## config.mk

```make
export PLATFORM = sky130hd
export DESIGN_NAME = ctrl_pipe_dec_flat
export DESIGN_NICKNAME = d
export VERILOG_FILES = /design/src/rtl/ctrl_pipe_dec_if.sv /design/src/rtl/ctrl_pipe_dec.sv /design/src/flat_wrapper.sv
export SDC_FILE = /design/constraint.sdc
export NUM_CORES = 1
export LEC_CHECK = 0
export CORE_MARGIN = 10
export CORE_UTILIZATION = 43
export CTS_CLUSTER_DIAMETER = 120
export DETAILED_ROUTE_END_ITERATION = 7
export GPL_ROUTABILITY_DRIVEN = 0
export PLACE_DENSITY = 0.79
export SLEW_MARGIN = 5
export SYNTH_ARGS = -nofsm -noshare
export SYNTH_HDL_FRONTEND = slang
export SYNTH_SLANG_ARGS = --single-unit
```

## constraint.sdc

```tcl
create_clock -name clk -period 2.5 [get_ports clk]
set_clock_uncertainty 0.05 [all_clocks]
set_input_delay 0.25 -clock clk [delete_from_list [all_inputs] [get_ports clk]]
set_output_delay 0.25 -clock clk [all_outputs]
set_load 0.05 [all_outputs]
```

## src/rtl/ctrl_pipe_dec_if.sv

```systemverilog
// Handshake and control bus between the RV32 hazard/fetch logic and the
// main decoder pipeline. The master side drives the D-stage inputs; the
// slave side (the decoder) returns decoded and pipelined control bits.
interface ctrl_pipe_dec_if #(
  parameter int ALUOP_W = 2
);
  logic               ihit;
  logic               dhit;
  logic [31:0]        instr;
  logic               flush_e;
  logic               d_branch;
  logic               d_jump;
  logic               d_illegal;
  logic               stall_fd;
  logic               e_alu_src;
  logic [ALUOP_W-1:0] e_aluop;
  logic               e_load;
  logic [4:0]         e_rd;
  logic               m_mem_write;
  logic               m_byte;
  logic               w_reg_write;
  logic               w_mem_to_reg;
  logic               w_byte;
  logic [4:0]         w_rd;

  modport master (
    output ihit, dhit, instr, flush_e,
    input  d_branch, d_jump, d_illegal, stall_fd,
           e_alu_src, e_aluop, e_load, e_rd,
           m_mem_write, m_byte,
           w_reg_write, w_mem_to_reg, w_byte, w_rd
  );

  modport slave (
    input  ihit, dhit, instr, flush_e,
    output d_branch, d_jump, d_illegal, stall_fd,
           e_alu_src, e_aluop, e_load, e_rd,
           m_mem_write, m_byte,
           w_reg_write, w_mem_to_reg, w_byte, w_rd
  );
endinterface

```

## src/rtl/ctrl_pipe_dec.sv

```systemverilog
// Main decoder plus control pipeline D -> E -> M1..M[MEM_LAT] -> W.
// Provides load-use interlock, branch/jump flush of E, illegal-op flag and
// optional MUL / byte-access decode.
module ctrl_pipe_dec #(
  parameter int MEM_LAT = 1,
  parameter int MUL_EN  = 1,
  parameter int BYTE_EN = 1,
  parameter int ALUOP_W = 2
) (
  input  logic            clk,
  input  logic            reset,
  ctrl_pipe_dec_if.slave  bus
);

  // Control word layout: {rw, mw, ld, br, jp, by, as, m2r, aluop[1:0]}
  localparam logic [9:0] CW_LB   = 10'b1010011100;
  localparam logic [9:0] CW_LW   = 10'b1010001100;
  localparam logic [9:0] CW_SB   = 10'b0100011000;
  localparam logic [9:0] CW_SW   = 10'b0100001000;
  localparam logic [9:0] CW_BEQ  = 10'b0001000001;
  localparam logic [9:0] CW_JMP  = 10'b1000100000;
  localparam logic [9:0] CW_ADDI = 10'b1000001000;
  localparam logic [9:0] CW_RTYP = 10'b1000000010;

  localparam logic [6:0] OP_LOAD   = 7'b0000011;
  localparam logic [6:0] OP_STORE  = 7'b0100011;
  localparam logic [6:0] OP_BRANCH = 7'b1100011;
  localparam logic [6:0] OP_JAL    = 7'b1101111;
  localparam logic [6:0] OP_JALR   = 7'b1100111;
  localparam logic [6:0] OP_IMM    = 7'b0010011;
  localparam logic [6:0] OP_REG    = 7'b0110011;

  // Control bits that travel past D; branch/jump are consumed in D only.
  typedef struct packed {
    logic               rw;
    logic               mw;
    logic               ld;
    logic               by;
    logic               as;
    logic               m2r;
    logic [ALUOP_W-1:0] aluop;
    logic [4:0]         rd;
  } stage_t;

  logic [6:0] w_opcode;
  logic [2:0] w_funct3;
  logic [6:0] w_funct7;
  logic [4:0] w_rd_d;
  logic [4:0] w_rs1;
  logic [4:0] w_rs2;
  logic [9:0] w_word;
  logic       w_legal;
  logic [9:0] w_ctrl;
  logic       w_use_rs1;
  logic       w_use_rs2;
  logic       w_hazard;
  stage_t     w_dec;

  stage_t                   r_e;
  stage_t [MEM_LAT-1:0]     r_m;
  stage_t                   r_w;

  assign w_opcode = bus.instr[6:0];
  assign w_rd_d   = bus.instr[11:7];
  assign w_funct3 = bus.instr[14:12];
  assign w_rs1    = bus.instr[19:15];
  assign w_rs2    = bus.instr[24:20];
  assign w_funct7 = bus.instr[31:25];

  // Table decode of the D-stage opcode/funct fields into a raw control word.
  // NOTE: every signal gets a default at the top of always_comb so no path
  // leaves it unassigned, which would otherwise infer a latch.
  always_comb begin
    w_word  = 10'b0;
    w_legal = 1'b0;
    case (w_opcode)
      OP_LOAD: begin
        if (w_funct3 == 3'b000 && BYTE_EN != 0) begin
          w_word = CW_LB; w_legal = 1'b1;
        end else if (w_funct3 == 3'b010) begin
          w_word = CW_LW; w_legal = 1'b1;
        end
      end
      OP_STORE: begin
        if (w_funct3 == 3'b000 && BYTE_EN != 0) begin
          w_word = CW_SB; w_legal = 1'b1;
        end else if (w_funct3 == 3'b010) begin
          w_word = CW_SW; w_legal = 1'b1;
        end
      end
      OP_BRANCH: if (w_funct3 == 3'b000) begin w_word = CW_BEQ;  w_legal = 1'b1; end
      OP_JAL:    begin                          w_word = CW_JMP;  w_legal = 1'b1; end
      OP_JALR:   if (w_funct3 == 3'b000) begin w_word = CW_JMP;  w_legal = 1'b1; end
      OP_IMM:    if (w_funct3 == 3'b000) begin w_word = CW_ADDI; w_legal = 1'b1; end
      OP_REG: begin
        if (w_funct3 == 3'b000 &&
            (w_funct7 == 7'b0000000 || w_funct7 == 7'b0100000 ||
             (w_funct7 == 7'b0000001 && MUL_EN != 0))) begin
          w_word = CW_RTYP; w_legal = 1'b1;
        end
      end
      default: ;
    endcase
  end

  // An empty D slot decodes as a NOP; an illegal encoding yields all-zero controls.
  assign w_ctrl        = (bus.ihit && w_legal) ? w_word : 10'b0;
  assign bus.d_illegal = bus.ihit & ~w_legal;
  assign bus.d_branch  = w_ctrl[6];
  assign bus.d_jump    = w_ctrl[5];

  // Destination is kept only for instructions that write back.
  assign w_dec = '{rw:    w_ctrl[9],
                   mw:    w_ctrl[8],
                   ld:    w_ctrl[7],
                   by:    w_ctrl[4],
                   as:    w_ctrl[3],
                   m2r:   w_ctrl[2],
                   aluop: ALUOP_W'(w_ctrl[1:0]),
                   rd:    w_ctrl[9] ? w_rd_d : 5'd0};

  // Load-use interlock: the load in E has not produced data yet.
  assign w_use_rs1 = bus.ihit & (w_opcode != OP_JAL);
  assign w_use_rs2 = bus.ihit & ((w_opcode == OP_STORE) || (w_opcode == OP_BRANCH) ||
                                 (w_opcode == OP_REG));
  assign w_hazard  = r_e.ld && (r_e.rd != 5'd0) &&
                     (((r_e.rd == w_rs1) && w_use_rs1) || ((r_e.rd == w_rs2) && w_use_rs2));

  assign bus.stall_fd = ~bus.dhit | (~bus.flush_e & w_hazard);

  // Stage registers: reset empties, dhit=0 freezes, flush/hazard bubble E.
  // NOTE: sequential state uses non-blocking assignments so every stage
  // samples its predecessor's pre-edge value and the shift is order-independent.
  // NOTE: the M-stage array is control state, not storage, so it is reset
  // along with the rest; an empty pipeline must never replay stale writes.
  always_ff @(posedge clk) begin
    if (!reset) begin
      r_e <= '0;
      r_m <= '0;
      r_w <= '0;
    end else if (bus.dhit) begin
      r_e    <= (bus.flush_e || w_hazard) ? stage_t'('0) : w_dec;
      r_m[0] <= r_e;
      for (int i = 1; i < MEM_LAT; i++) r_m[i] <= r_m[i-1];
      r_w    <= r_m[MEM_LAT-1];
    end
  end

  assign bus.e_alu_src    = r_e.as;
  assign bus.e_aluop      = r_e.aluop;
  assign bus.e_load       = r_e.ld;
  assign bus.e_rd         = r_e.rd;
  assign bus.m_mem_write  = r_m[0].mw;
  assign bus.m_byte       = r_m[0].by;
  assign bus.w_reg_write  = r_w.rw;
  assign bus.w_mem_to_reg = r_w.m2r;
  assign bus.w_byte       = r_w.by & r_w.ld;
  assign bus.w_rd         = r_w.rd;

  // Fields carried for uniformity but not observed at W.
  logic w_unused;
  assign w_unused = &{1'b0, r_w.mw, r_w.as, r_w.aluop};

endmodule
```

## src/flat_wrapper.sv

```systemverilog
// flat-port wrapper written by rule: the top's interface ports become plain ports
module ctrl_pipe_dec_flat 
#(
  parameter int MEM_LAT = 1,
  parameter int MUL_EN  = 1,
  parameter int BYTE_EN = 1,
  parameter int ALUOP_W = 2
)
  (clk, reset, bus_ihit, bus_dhit, bus_instr, bus_flush_e, bus_d_branch, bus_d_jump, bus_d_illegal, bus_stall_fd, bus_e_alu_src, bus_e_aluop, bus_e_load, bus_e_rd, bus_m_mem_write, bus_m_byte, bus_w_reg_write, bus_w_mem_to_reg, bus_w_byte, bus_w_rd);
  ctrl_pipe_dec_if #(.ALUOP_W(ALUOP_W)) bus_i ();
  input  logic clk;
  input  logic reset;
  input wire logic [$bits(bus_i.ihit)-1:0] bus_ihit;
  input wire logic [$bits(bus_i.dhit)-1:0] bus_dhit;
  input wire logic [$bits(bus_i.instr)-1:0] bus_instr;
  input wire logic [$bits(bus_i.flush_e)-1:0] bus_flush_e;
  output wire logic [$bits(bus_i.d_branch)-1:0] bus_d_branch;
  output wire logic [$bits(bus_i.d_jump)-1:0] bus_d_jump;
  output wire logic [$bits(bus_i.d_illegal)-1:0] bus_d_illegal;
  output wire logic [$bits(bus_i.stall_fd)-1:0] bus_stall_fd;
  output wire logic [$bits(bus_i.e_alu_src)-1:0] bus_e_alu_src;
  output wire logic [$bits(bus_i.e_aluop)-1:0] bus_e_aluop;
  output wire logic [$bits(bus_i.e_load)-1:0] bus_e_load;
  output wire logic [$bits(bus_i.e_rd)-1:0] bus_e_rd;
  output wire logic [$bits(bus_i.m_mem_write)-1:0] bus_m_mem_write;
  output wire logic [$bits(bus_i.m_byte)-1:0] bus_m_byte;
  output wire logic [$bits(bus_i.w_reg_write)-1:0] bus_w_reg_write;
  output wire logic [$bits(bus_i.w_mem_to_reg)-1:0] bus_w_mem_to_reg;
  output wire logic [$bits(bus_i.w_byte)-1:0] bus_w_byte;
  output wire logic [$bits(bus_i.w_rd)-1:0] bus_w_rd;
  assign bus_i.ihit = bus_ihit;
  assign bus_i.dhit = bus_dhit;
  assign bus_i.instr = bus_instr;
  assign bus_i.flush_e = bus_flush_e;
  assign bus_d_branch = bus_i.d_branch;
  assign bus_d_jump = bus_i.d_jump;
  assign bus_d_illegal = bus_i.d_illegal;
  assign bus_stall_fd = bus_i.stall_fd;
  assign bus_e_alu_src = bus_i.e_alu_src;
  assign bus_e_aluop = bus_i.e_aluop;
  assign bus_e_load = bus_i.e_load;
  assign bus_e_rd = bus_i.e_rd;
  assign bus_m_mem_write = bus_i.m_mem_write;
  assign bus_m_byte = bus_i.m_byte;
  assign bus_w_reg_write = bus_i.w_reg_write;
  assign bus_w_mem_to_reg = bus_i.w_mem_to_reg;
  assign bus_w_byte = bus_i.w_byte;
  assign bus_w_rd = bus_i.w_rd;
  ctrl_pipe_dec #(.MEM_LAT(MEM_LAT), .MUL_EN(MUL_EN), .BYTE_EN(BYTE_EN), .ALUOP_W(ALUOP_W)) u_core (.clk(clk), .reset(reset), .bus(bus_i));
endmodule
```

## Word level (Yosys, flattened, before mapping)

Index checks and enable logic that the tools add are counted.

- Equal/unequal tests: 13
- Mux-type cells: 17
- Bitwise logic cells: 9
- Reduce and logical (&&, ||, !) cells: 17

Operators by type and width:

| kind | count |
|---|---|
| $mux 10 | 7 |
| $pmux 10 s7 | 1 |
| $eq 7x6->1 const B | 3 |
| $eq 7x7->1 const B | 3 |
| $mux 13 | 1 |
| $eq 5x5->1 | 2 |
| $mux 9 | 1 |
| $eq 7x1->1 const B | 1 |
| $eq 7x2->1 const B | 1 |
| $eq 7x5->1 const B | 1 |
| $logic_not 7->1 | 1 |
| $mux 7 | 1 |
| $ne 7x7->1 const B | 1 |
| $logic_and 1x1->1 | 6 |
| $logic_or 1x1->1 | 6 |
| $and 1x1->1 | 5 |
| $mux 5 | 1 |
| $reduce_bool 5->1 | 1 |
| $mux 1 | 4 |
| $pmux 1 s4 | 1 |
| $eq 3x2->1 const B | 1 |
| $logic_not 3->1 | 1 |
| $not 1->1 | 3 |
| $reduce_or 3->1 | 1 |
| 2 further kinds | 2 |

- Flip-flop bits (word level): 32
- Bits of input ports: 37
- Output and inout bits: 23
- Logic and storage cells: 75

## Logic depth before layout (Yosys ltp)

- Word-level depth: 10
- Gate-level depth with buffers: 6
- Depth with buffers taken out: 6

## Worst setup path after synthesis

OpenSTA, ideal clock, no wires.

- Path kind: reg-to-output
- From: register u_core.r_e (netlist bit u_core.bus.e_rd[1])
- To: output port bus_stall_fd
- Data arrival time: 2.130 ns
- Required time: 2.200 ns
- Slack: 0.070 ns
- Stages on the path, launching flop included: 6
- Path buffers: 0
- Path through: dfxtp_1 xnor2_1 nand3_1 nor4_1 o21ai_2 o21ai_0

- Cells in the longest elaborated chain, start to end: 6
- Elaborated cells between the ends (all ways): 10
- Those cells by class: eq/ne: 2; bitwise: 2; reduce/logical: 6

Ends and longest elaborated chain:

| element | RTL line | RTL |
|---|---|---|
| start: declaration | ctrl_pipe_dec.sv:59 | `stage_t r_e;` |
| start signal: assignment | ctrl_pipe_dec.sv:142 | `r_e <= (bus.flush_e \|\| w_hazard) ? stage_t'('0) : w_dec;` |
| $eq 5x5->1 | ctrl_pipe_dec.sv:127 | `(((r_e.rd == w_rs1) && w_use_rs1) \|\| ((r_e.rd == w_rs2) && w_use_rs2));` |
| $logic_and 1x1->1 | ctrl_pipe_dec.sv:127 |  |
| $logic_or 1x1->1 | ctrl_pipe_dec.sv:127 |  |
| $logic_and 1x1->1 (*) | ctrl_pipe_dec.sv:126 | `assign w_hazard = r_e.ld && (r_e.rd != 5'd0) &&` |
| $and 1x1->1 (*) | ctrl_pipe_dec.sv:129 | `assign bus.stall_fd = ~bus.dhit \| (~bus.flush_e & w_hazard);` |
| $or 1x1->1 (*) | ctrl_pipe_dec.sv:129 |  |
| end: declaration | flat_wrapper.sv:20 | `output wire logic [$bits(bus_i.stall_fd)-1:0] bus_stall_fd;` |

Mark *: on every way between the ends. The rest lies on a longest branch, timed or not.

## Worst setup path in the final report

- From: input port bus_instr[4]
- To: output port bus_d_illegal

- Cells in the longest elaborated chain, start to end: 5
- Elaborated cells between the ends (all ways): 12
- Those cells by class: eq/ne: 7; mux: 1; bitwise: 2; reduce/logical: 2

Ends and longest elaborated chain:

| element | RTL line | RTL |
|---|---|---|
| start: declaration | flat_wrapper.sv:15 | `input wire logic [$bits(bus_i.instr)-1:0] bus_instr;` |
| $eq 7x7->1, or another cell as far along | ctrl_pipe_dec.sv:76 | `case (w_opcode)` |
| $reduce_or 3->1 (no source line) or $reduce_or 2->1 (tied branches) | - |  |
| $pmux 1 s4 (*) | ctrl_pipe_dec.sv:76 |  |
| $not 1->1 (*) | ctrl_pipe_dec.sv:108 | `assign bus.d_illegal = bus.ihit & ~w_legal;` |
| $and 1x1->1 (*) | ctrl_pipe_dec.sv:108 |  |
| end: declaration | flat_wrapper.sv:19 | `output wire logic [$bits(bus_i.d_illegal)-1:0] bus_d_illegal;` |

Marked as above.

==> results.md <==
- Initial antenna violation count: 0
- Wire per inst: 15.8 um
- Synth warn: 0
- Final nets: 254
- Pin count of the biggest net entering global routing: 20
- CTS max path bufs: 2
- Setup TNS: 0 ns
- Worst EP arrival: 2.15 ns
- Placeable Area: 3390 um^2
- Max incr delay on CP: about 0.54 ns
- Worst vdd ir: 0.279 mV
- ANT nets after route: 0
- Crit path time final: 2.45 ns
- Final cell count without fillers: 264
- CP Max Fanout: 5
- Vias/cell: 5.22
- Die Wd: 79.8 um
- RSZ-0062 raised after global routing: true
- Yosys top cell area share: 37.7%
- Slew @ Worst Pin: approximately 0.5 ns
- Synth area leader: dfxtp_1
- Required time of the worst setup path: 2.20 ns
- DR iter-0 viols: 47
- Seq cells post-synth: 29
- Status: finished, final reports clean
- Total power: between 1 and 1.5 mW
- R2R setup slack: 0.56 ns
- CTS clock-pin slew for the worst setup and hold paths: 0.09 ns
- Fillcell total: 270
- # diodes: 0
- Post-Synthesis Cells: 157
- Max-cap viol count: 0
- Hold Path Class: in2reg
- Seq/Total Area, Yosys: 37.7%
- Synth area leaders: dfxtp_1 38%, mux2i_1 11%, nor2b_1 6.9%
- IO Pins: 60
- Final Hold Fails: 0
- Synthesized net count: a little under 200
- Final period utilization: 97.9%
- Synth cell types: 45
- Gr ovfl total: 0
- Num Clock Sinks: 29
- Post-Place Cells: around 260
- Max frequency: around 400 MHz
- CP startpoint kind: input port
- Top reg by flops: u_core.r_m
- Cell Rows: 21
- Via count: 1378
- Max FFs per register: 7
- Starting Density: 45.4%
- Syn Area/Cell: 9.80 um^2
- Final setup violation count: 0
- Setup CP Type: in2out
- Max-slew headroom: 66.3%
- Die area: 6370 um^2
- Die height: 79.8 um
- GRT Overall Usage: 13.3%
- Commonest non-fill, non-tap cell in the layout: clkdlybuf4s50_1
- P&R area growth vs syn: 48.8%
- Leak pwr: 0.905 nW
- Prevailing post-synth register cell: dfxtp_1
- Clock Latency Late Sink: 0.32 ns
- Power density over cell area: 470 nW/um^2
- Layout cells sized above 1: 16.5%
- Most frequent cells in the layout: 54 x clkdlybuf4s50_1, 29 x dfxtp_1, 17 x mux2i_1, 17 x nor2b_1, 11 x buf_4
- Slew Limit Fails: 0
- Num CTS Buffers: 5
- Slowest stage cell on the critical path: clkdlybuf4s50_1
- Post-Syn Area: roughly 1500 um^2
- Clock root cell: clkbuf_4
- DRC: 0
- Vias in the first global route: 1514
- H-tree depth: 2
- Top delay family on crit path: buffers and inverters
- Wirelength, routed: ~4200 um
- Ys async rst share: 0%
- WP buf/inv: 3
- Port bufs: between 50 and 60
- DP Wirelength: about 3400 um
- CTS tree: built
- DRT Pass-1 Iters: 4
- Crit path capture type: output port
- First-pass GRT wire length: 6890 um
- Crit-path cells: clkdlybuf4s50_1, and3b_1, o2111ai_1, o311ai_1, buf_4, nor3b_1, buf_12
- Count of flip-flops with a built-in enable after synthesis: 0
metrics by stage:
| step | utilization, % | hold slack [ns] | worst slack, ns | cell area [um^2] |
|---|---|---|---|---|
| floorplan | - | 0.325 | 0.0705 | 1540 |
| global placement | 64.0 | 0.392 | 0.0853 | 2170 |
| detailed placement | 64.0 | 0.395 | -0.0483 | 2170 |
| CTS | 67.3 | 0.412 | 0.0229 | 2280 |
| global route | 67.6 | 0.360 | -0.00377 | 2290 |
| finish | 67.6 | 0.362 | 0.0537 | 2290 |
report_power, final:
group | internal (mW) | switching (mW) | total, mW
Sequential | 0.462 | 0.0000213 | 0.462
Combinational | 0.0867 | 0.0559 | 0.143
Clock | 0.310 | 0.163 | 0.473
routing by layer:
layer	vias to the layer above	routed length, um	global-route usage [%]
met4	0	63	5.11
met1	637	1600	13.5
met3	5	472	7.21
met2	61	2020	22.6
li1	675	-	-
met5	-	0	0
Yosys cell counts (all sizes together), types with 3 or more instances:
master	number
nand2	9
xor2	5
nor2b	17
o21ai	5
nor4b	3
and2	3
mux2i	17
a22o	6
dfxtp	29
inv	3
xnor2	5
buf	14
nand3	3
nor2	4
nor3	3
nand4	3
cell type report:
type / count / area, um^2 / share of cell area (%)
inverter: 3 / 11.3 / 0.492
timing repair buffer: 70 / 716 / 31.3
multi-input combinational: 108 / 822 / 35.9
clock buffer: 5 / 37.5 / 1.64
tap: 46 / 57.6 / 2.51
sequential: 29 / 581 / 25.4
clock inverter: 3 / 65.1 / 2.84
timing repair:
item	in CTS	in global routing
buffers inserted	1	0
gates resized for setup	1	4
pin swaps	2	3
hold buffers	0	0
setup endpoints to repair	2	4
worst min-delay path, stage by stage:
cell	delay, ns
dlymetal6s2s_1	0.23
or4_1	0.16
o21ai_0	0.06
cells by family after synthesis:
family | share of synthesized area (%)
xor gates and xnor gates | 5.69
and+or+nand+nor | 24.3
muxes | 11.1
AOI/OAI and AO/OA | 11.8
DFF | 37.7
buffers and inverters | 9.43
worst paths after layout:
check                                             end             startpoint  depth (start not counted)
worst max register to register         u_core.r_e[11]     u_core.bus.e_rd[0]                          5
worst min-delay path                    u_core.r_e[9]           bus_instr[6]                          3
worst max-delay path                    bus_d_illegal           bus_instr[4]                          7
worst min register to register  u_core.bus.e_aluop[0]  u_core.bus.e_aluop[0]                          2
No activity file was read; power rests on OpenSTA's default activity.
